File: src/rtl/n0prime_gen.sv
`default_nettype none
// ============================================================================
// Module   : n0prime_gen
// Purpose  : Bit-serial Hensel-lifting generator for the Montgomery constant
//            n0prime = -n^-1 mod 2^DATA_WIDTH; flags an even modulus.
//            Define N0P_SELFCHECK_EN to add a multiply-back result check.
// Revision : 1.0
// ============================================================================
module n0prime_gen #(
    parameter int DATA_LENGTH = 1024,
    parameter int DATA_WIDTH  = 32
) (
    input  logic                   clk,
    input  logic                   reset,
    input  logic                   start,
    input  logic [DATA_LENGTH-1:0] n,
    output logic [DATA_WIDTH-1:0]  n0prime,
    output logic                   busy,
    output logic                   done,
    output logic                   error,
    output logic                   check_fail
);

    localparam int W  = DATA_WIDTH;
    localparam int IW = $clog2(W);
    localparam logic [IW-1:0] I_ONE  = IW'(1);
    localparam logic [IW-1:0] I_LAST = IW'(W - 1);
    localparam logic [W-1:0]  ONE    = W'(1);

    typedef enum logic [2:0] {
        S_IDLE   = 3'd0,
        S_ITER   = 3'd1,
        S_FINISH = 3'd2,
        S_ERR    = 3'd3,
        S_CHECK  = 3'd4
    } state_t;

    state_t          state_q, state_d;
    logic [W-1:0]    nl_q, nl_d;
    logic [W-1:0]    y_q, y_d;
    logic [W-1:0]    p_q, p_d;
    logic [IW-1:0]   i_q, i_d;
    logic [W-1:0]    n0p_q, n0p_d;
    logic            busy_q, busy_d;
    logic            done_q, done_d;
    logic            error_q, error_d;
    logic            chk_q, chk_d;

    always_ff @(posedge clk) begin
        if (reset) begin
            state_q <= S_IDLE;
            nl_q    <= '0;
            y_q     <= '0;
            p_q     <= '0;
            i_q     <= '0;
            n0p_q   <= '0;
            busy_q  <= 1'b0;
            done_q  <= 1'b0;
            error_q <= 1'b0;
            chk_q   <= 1'b0;
        end else begin
            state_q <= state_d;
            nl_q    <= nl_d;
            y_q     <= y_d;
            p_q     <= p_d;
            i_q     <= i_d;
            n0p_q   <= n0p_d;
            busy_q  <= busy_d;
            done_q  <= done_d;
            error_q <= error_d;
            chk_q   <= chk_d;
        end
    end

    always_comb begin
        state_d = state_q;
        nl_d    = nl_q;
        y_d     = y_q;
        p_d     = p_q;
        i_d     = i_q;
        n0p_d   = n0p_q;
        busy_d  = busy_q;
        done_d  = 1'b0;
        error_d = error_q;
        chk_d   = chk_q;
        case (state_q)
            S_IDLE: begin
                if (start) begin
                    nl_d    = n[W-1:0];
                    y_d     = ONE;
                    p_d     = n[W-1:0];
                    i_d     = I_ONE;
                    busy_d  = 1'b1;
                    error_d = 1'b0;
                    chk_d   = 1'b0;
                    state_d = n[0] ? S_ITER : S_ERR;
                end
            end
            S_ITER: begin
                // Bit i of p set means the inverse needs bit i; adding nl<<i clears it.
                if (p_q[i_q]) begin
                    y_d = y_q | (ONE << i_q);
                    p_d = p_q + (nl_q << i_q);
                end
                i_d = i_q + I_ONE;
                if (i_q == I_LAST) begin
                    state_d = S_FINISH;
                end
            end
            S_FINISH: begin
                n0p_d = (~y_q) + ONE;
`ifdef N0P_SELFCHECK_EN
                state_d = S_CHECK;
`else
                busy_d  = 1'b0;
                done_d  = 1'b1;
                state_d = S_IDLE;
`endif
            end
`ifdef N0P_SELFCHECK_EN
            S_CHECK: begin
                chk_d   = |((nl_q * n0p_q) + ONE);
                busy_d  = 1'b0;
                done_d  = 1'b1;
                state_d = S_IDLE;
            end
`endif
            S_ERR: begin
                // Two-cycle residency: i_q still holds 1 on entry and is used as the delay tick.
                if (i_q == I_ONE) begin
                    i_d = '0;
                end else begin
                    n0p_d   = '0;
                    error_d = 1'b1;
                    busy_d  = 1'b0;
                    done_d  = 1'b1;
                    state_d = S_IDLE;
                end
            end
            default: begin
                state_d = S_IDLE;
            end
        endcase
    end

    generate
        if (DATA_LENGTH > DATA_WIDTH) begin : g_upper_bits
            logic unused_upper;
            assign unused_upper = ^n[DATA_LENGTH-1:DATA_WIDTH];
        end
    endgenerate

    assign n0prime    = n0p_q;
    assign busy       = busy_q;
    assign done       = done_q;
    assign error      = error_q;
    assign check_fail = chk_q;

endmodule
`default_nettype wire

File: config.mk
export PLATFORM = sky130hd
export DESIGN_NAME = n0prime_gen
export DESIGN_NICKNAME = d
export VERILOG_FILES = /design/src/rtl/n0prime_gen.sv
export SDC_FILE = /design/constraint.sdc
export NUM_CORES = 1
export LEC_CHECK = 0
export ABC_AREA = 1
export BUFFER_PORTS_ARGS = -buffer_cell sky130_fd_sc_hd__buf_2
export CAP_MARGIN = 30
export CORE_AREA = 2 2 415 417
export CTS_BUF_LIST = sky130_fd_sc_hd__clkbuf_2
export DETAILED_ROUTE_END_ITERATION = 10
export DIE_AREA = 0 0 417 419
export HOLD_SLACK_MARGIN = 0.1
export PLACE_DENSITY = 0.3
export SYNTH_ARGS = -nofsm -noshare
export SYNTH_HDL_FRONTEND = slang
export SYNTH_SLANG_ARGS = --single-unit
File: constraint.sdc
create_clock -name clk -period 3.5 [get_ports clk]
set_clock_uncertainty 0.1 [all_clocks]
set_input_delay 0.175 -clock clk [delete_from_list [all_inputs] [get_ports clk]]
set_output_delay 0.175 -clock clk [all_outputs]
set_load 0.01 [all_outputs]
-- Word-level counts from Yosys, hierarchy flattened
Index checks and enable logic that the tools add are counted.
- logic and storage cells: 66
- register bits: 139
- $add $sub $neg: 3
- reduce and logical (&&, ||, !) cells: 13
- shift operators: 2
- bitwise logic cells: 2
- muxes and demuxes: 26
- $lt $le $gt $ge: 1
- equality and inequality tests: 10
- operators with widths (operator ; count):
    32-bit one-hot mux with 2 select lines ; 3
    32-bit two-way mux ; 5
    32-bit by 1-bit adder with 32-bit output (second input constant) ; 1
    32-bit adder ; 1
    32-bit inverter ; 1
    32-bit OR ; 1
    1-bit by 5-bit left shift with 32-bit output (first input constant) ; 1
    32-bit by 5-bit left shift with 32-bit output ; 1
    5-bit one-hot mux with 3 select lines ; 1
    3-bit AND reduction ; 5
    5-bit two-way mux ; 2
    2-bit inequality test (second input constant) ; 5
    3-bit two-way mux ; 3
    3-bit one-hot mux with 3 select lines ; 1
    3-bit by 2-bit == test with 1-bit output (second input constant) ; 2
    5-bit by 6-bit < comparator with 1-bit output (second input constant) ; 1
    1-bit two-way mux ; 6
    2-bit nonzero test ; 3
    3-bit nonzero test ; 2
    5-bit by 1-bit adder with 5-bit output (second input constant) ; 1
    1-bit binary-select mux with 5-bit select ; 1
    5-bit by 1-bit == test with 1-bit output (second input constant) ; 1
    5-bit == test (second input constant) ; 1
    1-bit one-hot mux with 2 select lines ; 2
    5 further kinds ; 6

-- Longest topological paths before layout
Gate-level depths: netlist of the first run.
- word-level depth: 4
- mapped depth: 28

-- Worst setup path before layout of the first run
Ideal clock, no wire load.
- path kind: reg-to-reg
- start: reg i_q[1]
- end: reg p_q[18]
- stages on the path, launching flop included: 22
- buffers on the path: 4
- library setup time: 117 ps
- path slack: 494 ps
- arrival time: 2789 ps
- cells stage by stage: dfxtp_1 > buf_4 > inv_2 > buf_4 > buf_6 > buf_4 > o21ai_0 > mux2i_1 > o21ai_0 > nor2_1 > ha_1 > nand2_1 > nor2_1 > inv_1 > nor3_1 > nand4_1 > nand3_1 > nand2_1 > nand2_1 > o21ai_0 > nor2_1 > nor2_1
- cells in the longest elaborated chain, start to end: 4
- elaborated cells between the ends (all ways): 8
- classes of those cells: 1 x add/sub; 1 x eq/ne; 1 x shift; 4 x mux; 1 x reduce/logical
- RTL lines (item ; RTL line ; source):
    start, declared ; 42 ; logic [IW-1:0] i_q, i_d;
    start signal, assigned ; 66 ; i_q <= i_d;
    32-bit by 5-bit left shift with 32-bit output or 1-bit binary-select mux with 5-bit select (tied branches) ; 103, 101 ;
    32-bit adder or 1-bit two-way mux (tied branches) ; 103, 101 ;
    32-bit two-way mux or 2-bit inequality test (tied branches) ; n/a ;
    32-bit one-hot mux with 2 select lines or 3-bit AND reduction (tied branches) ; n/a ;
    end signal, assigned ; 65 ; p_q <= p_d;
    end, declared ; 41 ; logic [W-1:0] p_q, p_d;
Several ways; a longest one is shown, not always the timed one. The select of a mux whose other input is x is not followed.
A chain may end at the register's enable or synchronous reset.

-- Worst setup path after layout of the first run
- start: reg i_q[1]
- end: reg p_q[8]
The elaborated chain is that of the path after synthesis.

==> summary.txt, run 1 <==
Worst R2R Path Depth: 19
Sequential area share after synthesis: 27.5%
Post-synth ARST share: 0%
Status: finished, final reports clean
Synthesized area per cell: 6.05 um2
Initial core utilization: 5.89%
Global routing usage on met2: 9.79%
DR iter-0 viols: 636
Buf+Inv Stages, Crit Path: 6
Synth area leader: dfxtp_1
Cells after synthesis: 1661
First-pass DRT Iterations: 6
EDFF count, synth: 0
Reg2Reg Launch Point: i_q[1]
Hold Fails Final Rpt: 0
Chip width: 417 um
Setup TNS: 0 ps
Distinct cells, synth: 47
Yosys top cell area share: 27.5%
Worst Max-Slew Pin Slew: 781 ps
Crit-path most repeated cell: buf_4
Initial antenna violation count: 7
Syn Nets: 2728
Slew Limit Fails: 0
H-Tree Depth: 4
# DRC: 0
Cell area after synthesis: 0.0100 mm2
WP data required: 4320 ps
#FFs+latches synth: 138
Met3 Track Usage GR: 0.966%
Number of nets with antenna violations after routing: 0
Core area: 0.171 mm2
Worst R2R End: p_q[8]
Grt peak-use layer: met2
Worst-Skew Late Latency: 1040 ps
Static leakage: 6.35 nW
Cell family with most CP delay: simple AND/OR/NAND/NOR gates
Count leader, synth: nand2_1
Total GRT Usage: 5.99%
Crit path largest cell delay: 430 ps
CTS Buf Count: 17
CP cell instances: inv_4, buf_6, buf_4, nand2_1, nor2_1, a31oi_2, or2_4, nor2_4, ha_4, a21oi_2, buf_4, o211ai_1, buf_4, buf_4, or2_2, nand3_1, o21ai_0, nor2_1, nor2_1
Clock transition at path regs: 280 ps
First-pass GRT wire length: 77600 um
Vias in the first global route: 11500
Area Growth Syn to Fin: 63.8%
Rows: 152
Top cells by count, synth: nand2_1, nor2_1, a21oi_1
Cell depth of the worst setup path: 19
Clk buf depth: 2
Final setup vio count: 0
Die area: 0.175 mm2
Peak Freq: 0.297 GHz
Worst Setup SP: i_q[1]
DP Wirelength: 41900 um
Pin count of the biggest net entering global routing: 74
Crit-path max FO: 8
CP max-delay cell: dfxtp_4
Crit end category: flip-flop
Total number of vias: 11800
Part of the cycle the worst path needs: 96.2%
Hold/Removal Path Class: reg -> reg
Hold Path Stages: 2
Fin crit period: 3370 ps
Ys Warns: 0
Residual overflow from global routing: 0
CTS tree: done
Final Net Count: 3002
Met1 Use GR: 8.18%
Clock Sink Count: 138
Largest cells by area after synthesis: dfxtp_1, nand2_1, nor2_1
Power per cell area: 614 mW/mm2
RePlAce Congestion: 0.776
Worst Setup Start Kind: flip-flop
Peak VDD IR: 0.245 mV
Max Cap Viol: 0
Crit Path Category: reg -> reg
RSZ-0062 raised after global routing: yes
Vias per inst: 2.81
CP arrival: 4180 ps
DRT Wirelength: 53200 um
Drt wl/cell: 12.7 um
I/O Buffers: 69
Clk root buf: clkbuf_2
Die height: 419 um
Rel. slew slack: 48.0%
Top_reg_cell synth: dfxtp_1
Fraction of final layout cells sized beyond drive strength 1: 27.1%
Crit path to: p_q[8]
Final Hold Slack: 378 ps
Num ports: 1063
R2R Setup Slk: 130 ps
how the worst min path moves through the flow:
stage | end | startpoint | slack (ps)
final | n0prime[3] | n0prime[3] | 380
after global routing | nl_q[12] | n[12] | 390
after CTS | nl_q[30] | n[30] | 360
after detailed placement | nl_q[16] | n[16] | 340
after global placement | nl_q[2] | n[2] | 330
after floorplan | nl_q[13] | n[13] | 210
timing repair:
item                                    4_1_cts  5_1_grt
gates resized for setup                      76      242
pin swaps                                    11       63
setup buffers                                 5        9
endpoints found under the setup margin       23       32
hold endpoints to repair                    138        0
hold buffers                                 89        0
cloned                                        0        1
metrics by stage:
step / setup WS [ps] / cell area [um2] / power (W) / utilization, % / std cells
CTS: -14.5 / 15500 / 0.00934 / 9.06 / 4173
floorplan: 494 / 10000 / 0.00524 / - / 1661
global route: -45.7 / 16500 / 0.0110 / 9.64 / 4186
global placement: -382 / 14100 / 0.00780 / 8.24 / 4046
finish: 133 / 16500 / 0.0101 / 9.64 / 4186
detailed placement: -374 / 14100 / 0.00776 / 8.25 / 4047
kinds of logic (layout without fill, tap and decap cells):
group | count (synthesis) | count (layout) | share of synthesized area (%)
flip-flops | 138 | 138 | 27.5
buffers and inverters | 232 | 519 | 10.5
adder cells (fa/ha/maj) | 40 | 40 | 5.06
AO/OA/AOI/OAI | 354 | 354 | 18.3
other | 1 | 6 | 0.0373
XOR/XNOR | 6 | 6 | 0.523
AND/OR/NAND/NOR | 887 | 887 | 37.8
multiplexers | 3 | 3 | 0.299
registers in the layout, indices dropped and copies added (netlist names):
register / cells
n0prime: 32
y_q: 32
i_q: 5
busy: 1
done: 1
state_q: 2
p_q: 32
error: 1
nl_q: 32
placed cells by master (no fill, tap or decap), drive strengths merged, types with 5 or more instances in the layout:
| cell type | netlist | routed |
|---|---|---|
| o21ai | 167 | 167 |
| nor2 | 220 | 220 |
| clkinv | 0 | 6 |
| dfxtp | 138 | 138 |
| nor4 | 5 | 5 |
| nand4 | 40 | 40 |
| o211ai | 6 | 6 |
| diode | 0 | 5 |
| inv | 145 | 153 |
| dlygate4sd3 | 0 | 89 |
| xor2 | 5 | 5 |
| nand3b | 6 | 6 |
| buf | 60 | 251 |
| nor3 | 24 | 24 |
| nand2 | 432 | 432 |
| ha | 39 | 39 |
| a31oi | 9 | 9 |
| a21oi | 157 | 157 |
| clkbuf | 27 | 18 |
| nand3 | 150 | 150 |
| or2 | 9 | 9 |
tightest hold or removal path: cells and delay by family (launching register included):
family	cells	cell delay [ps]
AOI/OAI and AO/OA	1	50
DFF	1	370
and+or+nand+nor	1	60
per-layer routing:
| metal | vias up | routed length [um] |
|---|---|---|
| li1 | 6090 | - |
| met1 | 5471 | 26500 |
| met2 | 160 | 24400 |
| met3 | 39 | 1490 |
| met4 | 0 | 779 |
| met5 | - | 0 |
area by class of cell:
type                            instances  area (um2)
Antenna cell                            5        12.5
Inverter                              145         559
Clock buffer                           17        85.1
Multi-Input combinational cell       1291        7310
Clock inverter                         15         154
Sequential cell                       138        2770
Fill cell                           20000      154000
Timing Repair inverter                  1        6.26
Tap cell                             2233        2790
Timing Repair Buffer                  341        2770
where the power goes:
group / internal [W] / switching (W)
logic: 0.00278 / 0.00394
clock network: 0.000291 / 0.000842
registers: 0.00188 / 0.000363
Note: power is estimated with default switching activity, not from simulation.
==> run 2: changes to the inputs <==
- clock period: 3.5 -> 3.3 ns (I/O delays scaled with it)
==> run 2 against run 1 <==
Die area stayed put; total power is 17% higher; routed wire length is 3.8% higher; utilization is 0.51 points higher; first-iteration DRC count is 1.1% lower; maximum frequency is 3.4% higher; largest cell class unchanged; register-to-register slack worse by 90 ps; critical path depth is 1 higher; critical endpoint is now p_q[31]; sequential share of layout area is 0.84 points lower.
==> summary.txt, run 2 (synthesis gave the netlist of run 1 again) <==
CTS tree: done
Initial core utilization: 5.89% (unchanged)
Placed cell areas: 0.0143 mm2 (+1.3%)
Total GRT Usage: 6.19% (+0.20 points)
Total number of vias: 12200 (+3.5%)
Pin count of the biggest net entering global routing: 74 (unchanged)
Pre-CTS WS: -480 ps (-106 ps)
Area Growth Syn to Fin: 72.4%
# DRC: 0 (unchanged)
Num ports: 1063 (unchanged)
Commonest non-fill, non-tap cell in the layout: nand2_1
Crit-path max FO: 9 (+1)
Initial antenna violation count: 8 (+1)
Worst R2R Path Depth: 20 (+1)
Crit end category: flip-flop
WP data required: 4270 ps (-50 ps)
I/O Buffers: 69 (unchanged)
RSZ-0062 raised after global routing: yes
Clk root buf: clkbuf_2
Static leakage: 6.69 nW (+5.3%)
Peak VDD IR: 0.290 mV (+19%)
Part of the cycle the worst path needs: 98.7% (+2.5 points)
Rows: 152 (unchanged)
Met3 WL: 1750 um (+18%)
Vias per inst: 2.88 (+2.5%)
First-pass GRT wire length: 79600 um (+2.5%)
Clock Sink Count: 138 (unchanged)
First-pass DRT Iterations: 5 (-1)
DP Wirelength: 43000 um (+2.8%)
Peak Freq: 0.307 GHz (+3.4%)
H-Tree Depth: 4 (unchanged)
RePlAce Congestion: 0.780 (+0.55%)
Slew Limit Fails: 0 (unchanged)
Status: finished, final reports clean
Met1 wire length: 26700 um (+0.87%)
Worst Setup Start Kind: flip-flop
DRT Wirelength: 55200 um (+3.8%)
Crit Path Category: reg -> reg
Reg2Reg Launch Point: i_q[0]
Final instance area: 0.0173 mm2 (+5.3%)
Vias in the first global route: 12000 (+4.3%)
Met2 wire len: 25800 um (+5.8%)
Power Total: 0.0118 W (+17%)
Chip width: 417 um (unchanged)
Rel. slew slack: 34.5% (-13 points)
Worst-Skew Late Latency: 1150 ps (+110 ps)
Die area: 0.175 mm2 (unchanged)
Core area: 0.171 mm2 (unchanged)
Max Cap Viol: 0 (unchanged)
Die height: 419 um (unchanged)
R2R Setup Slk: 40 ps (-90 ps)
CP arrival: 4230 ps (+50 ps)
Commonest cells after routing, fill and taps aside: nand2_1, buf_4, nor2_1
CTS Buf Count: 17 (unchanged)
Clock transition at path regs: 290 ps (about the same)
Number of nets with antenna violations after routing: 0 (unchanged)
Worst Setup SP: i_q[0]
Power per cell area: 681 mW/mm2 (+11%)
Worst Max-Slew Pin Slew: 974 ps (+193 ps)
Residual overflow from global routing: 0 (unchanged)
DR iter-0 viols: 629 (-1.1%)
Crit path to: p_q[31]
Hold Fails Final Rpt: 0 (unchanged)
Fin crit period: 3260 ps (-111 ps)
Drt wl/cell: 13.0 um (+2.7%)
Hold/Removal Path Class: in -> reg
Final Net Count: 3043 (+1.4%)
Highest Signal Layer: met4
Final setup vio count: 0 (unchanged)
Fraction of final layout cells sized beyond drive strength 1: 31.9% (+4.9 points)
Clk buf depth: 2 (unchanged)
Worst setup margin: 43.1 ps (-89.5 ps)
Worst R2R End: p_q[31]
run 2: changes by cell type in the layout (fill, tap and decap cells not counted), sizes merged:
cell / change
buf: +41
diode: +4
inv: -4
bufinv: +3
clkinv: -3
clkinvlp: +2
nand2: +1
run 2: layout make-up:
type	count	area (um2)
clock inverter	14	209
clock buffer	17	85.1
sequential	138	2770
tap	2233	2790
inverter	145	562
multi-input combinational	1292	7800
timing repair buffer	382	3080
fill	20000	153000
antenna	9	22.5
run 2: how the worst min path moves through the flow:
stage          cells past startpoint        to  slack [ps]  start
2_1_floorplan                      2  nl_q[13]         200  n[13]
3_3_place_gp                       3   nl_q[2]         320   n[2]
3_5_place_dp                       3  nl_q[15]         320  n[15]
4_1_cts                            7   p_q[23]         180  n[23]
5_1_grt                            5  nl_q[12]         210  n[12]
6_report                           7   p_q[23]         370  n[23]
run 2: power by group:
| part | leakage [nW] | internal (W) | switching, W |
|---|---|---|---|
| Clock | 0.162 | 0.000517 | 0.000873 |
| Combinational | 5.39 | 0.00341 | 0.00460 |
| Sequential | 1.13 | 0.00199 | 0.000401 |
run 2: critical path, cell delays in order (launching register included):
cell and delay, ps:
dfxtp_4 440, buf_12 150, buf_4 160, nand2_1 80
o21ai_2 60, o21ai_1 180, buf_4 130, nor2_1 30
a31oi_1 200, o211ai_1 140, o21ai_1 190, ha_1 340
a21oi_1 240, nand2_1 80, a21oi_1 120, nand2_1 60
inv_1 60, nand2_2 100, nand3_1 100, nand3_1 70
a21oi_1 150
run 2: routing by layer:
layer	vias up	track usage, %
li1	6181	-
met1	5773	8.16
met2	179	10.3
met3	43	1.05
met4	0	1.79
met5	-	0
run 2: what timing repair did:
action / 4_1_cts / 5_1_grt
hold buffers: 89 / 0
pin swaps: 36 / 76
buffers inserted: 12 / 13
setup endpoints to repair: 26 / 26
cloned: 0 / 2
endpoints found under the hold margin: 138 / 0
resized for setup: 180 / 256
run 2: metrics by stage:
stage          util, %  instances  hold WS [ps]  TNS, ps
3_3_place_gp      8.36       4074           319    -7800
3_5_place_dp      8.36       4074           319    -7250
6_report          10.2       4230           371        0
2_1_floorplan        -       1661           200        0
4_1_cts           9.45       4206           177     -323
5_1_grt           10.2       4229           214    -2140
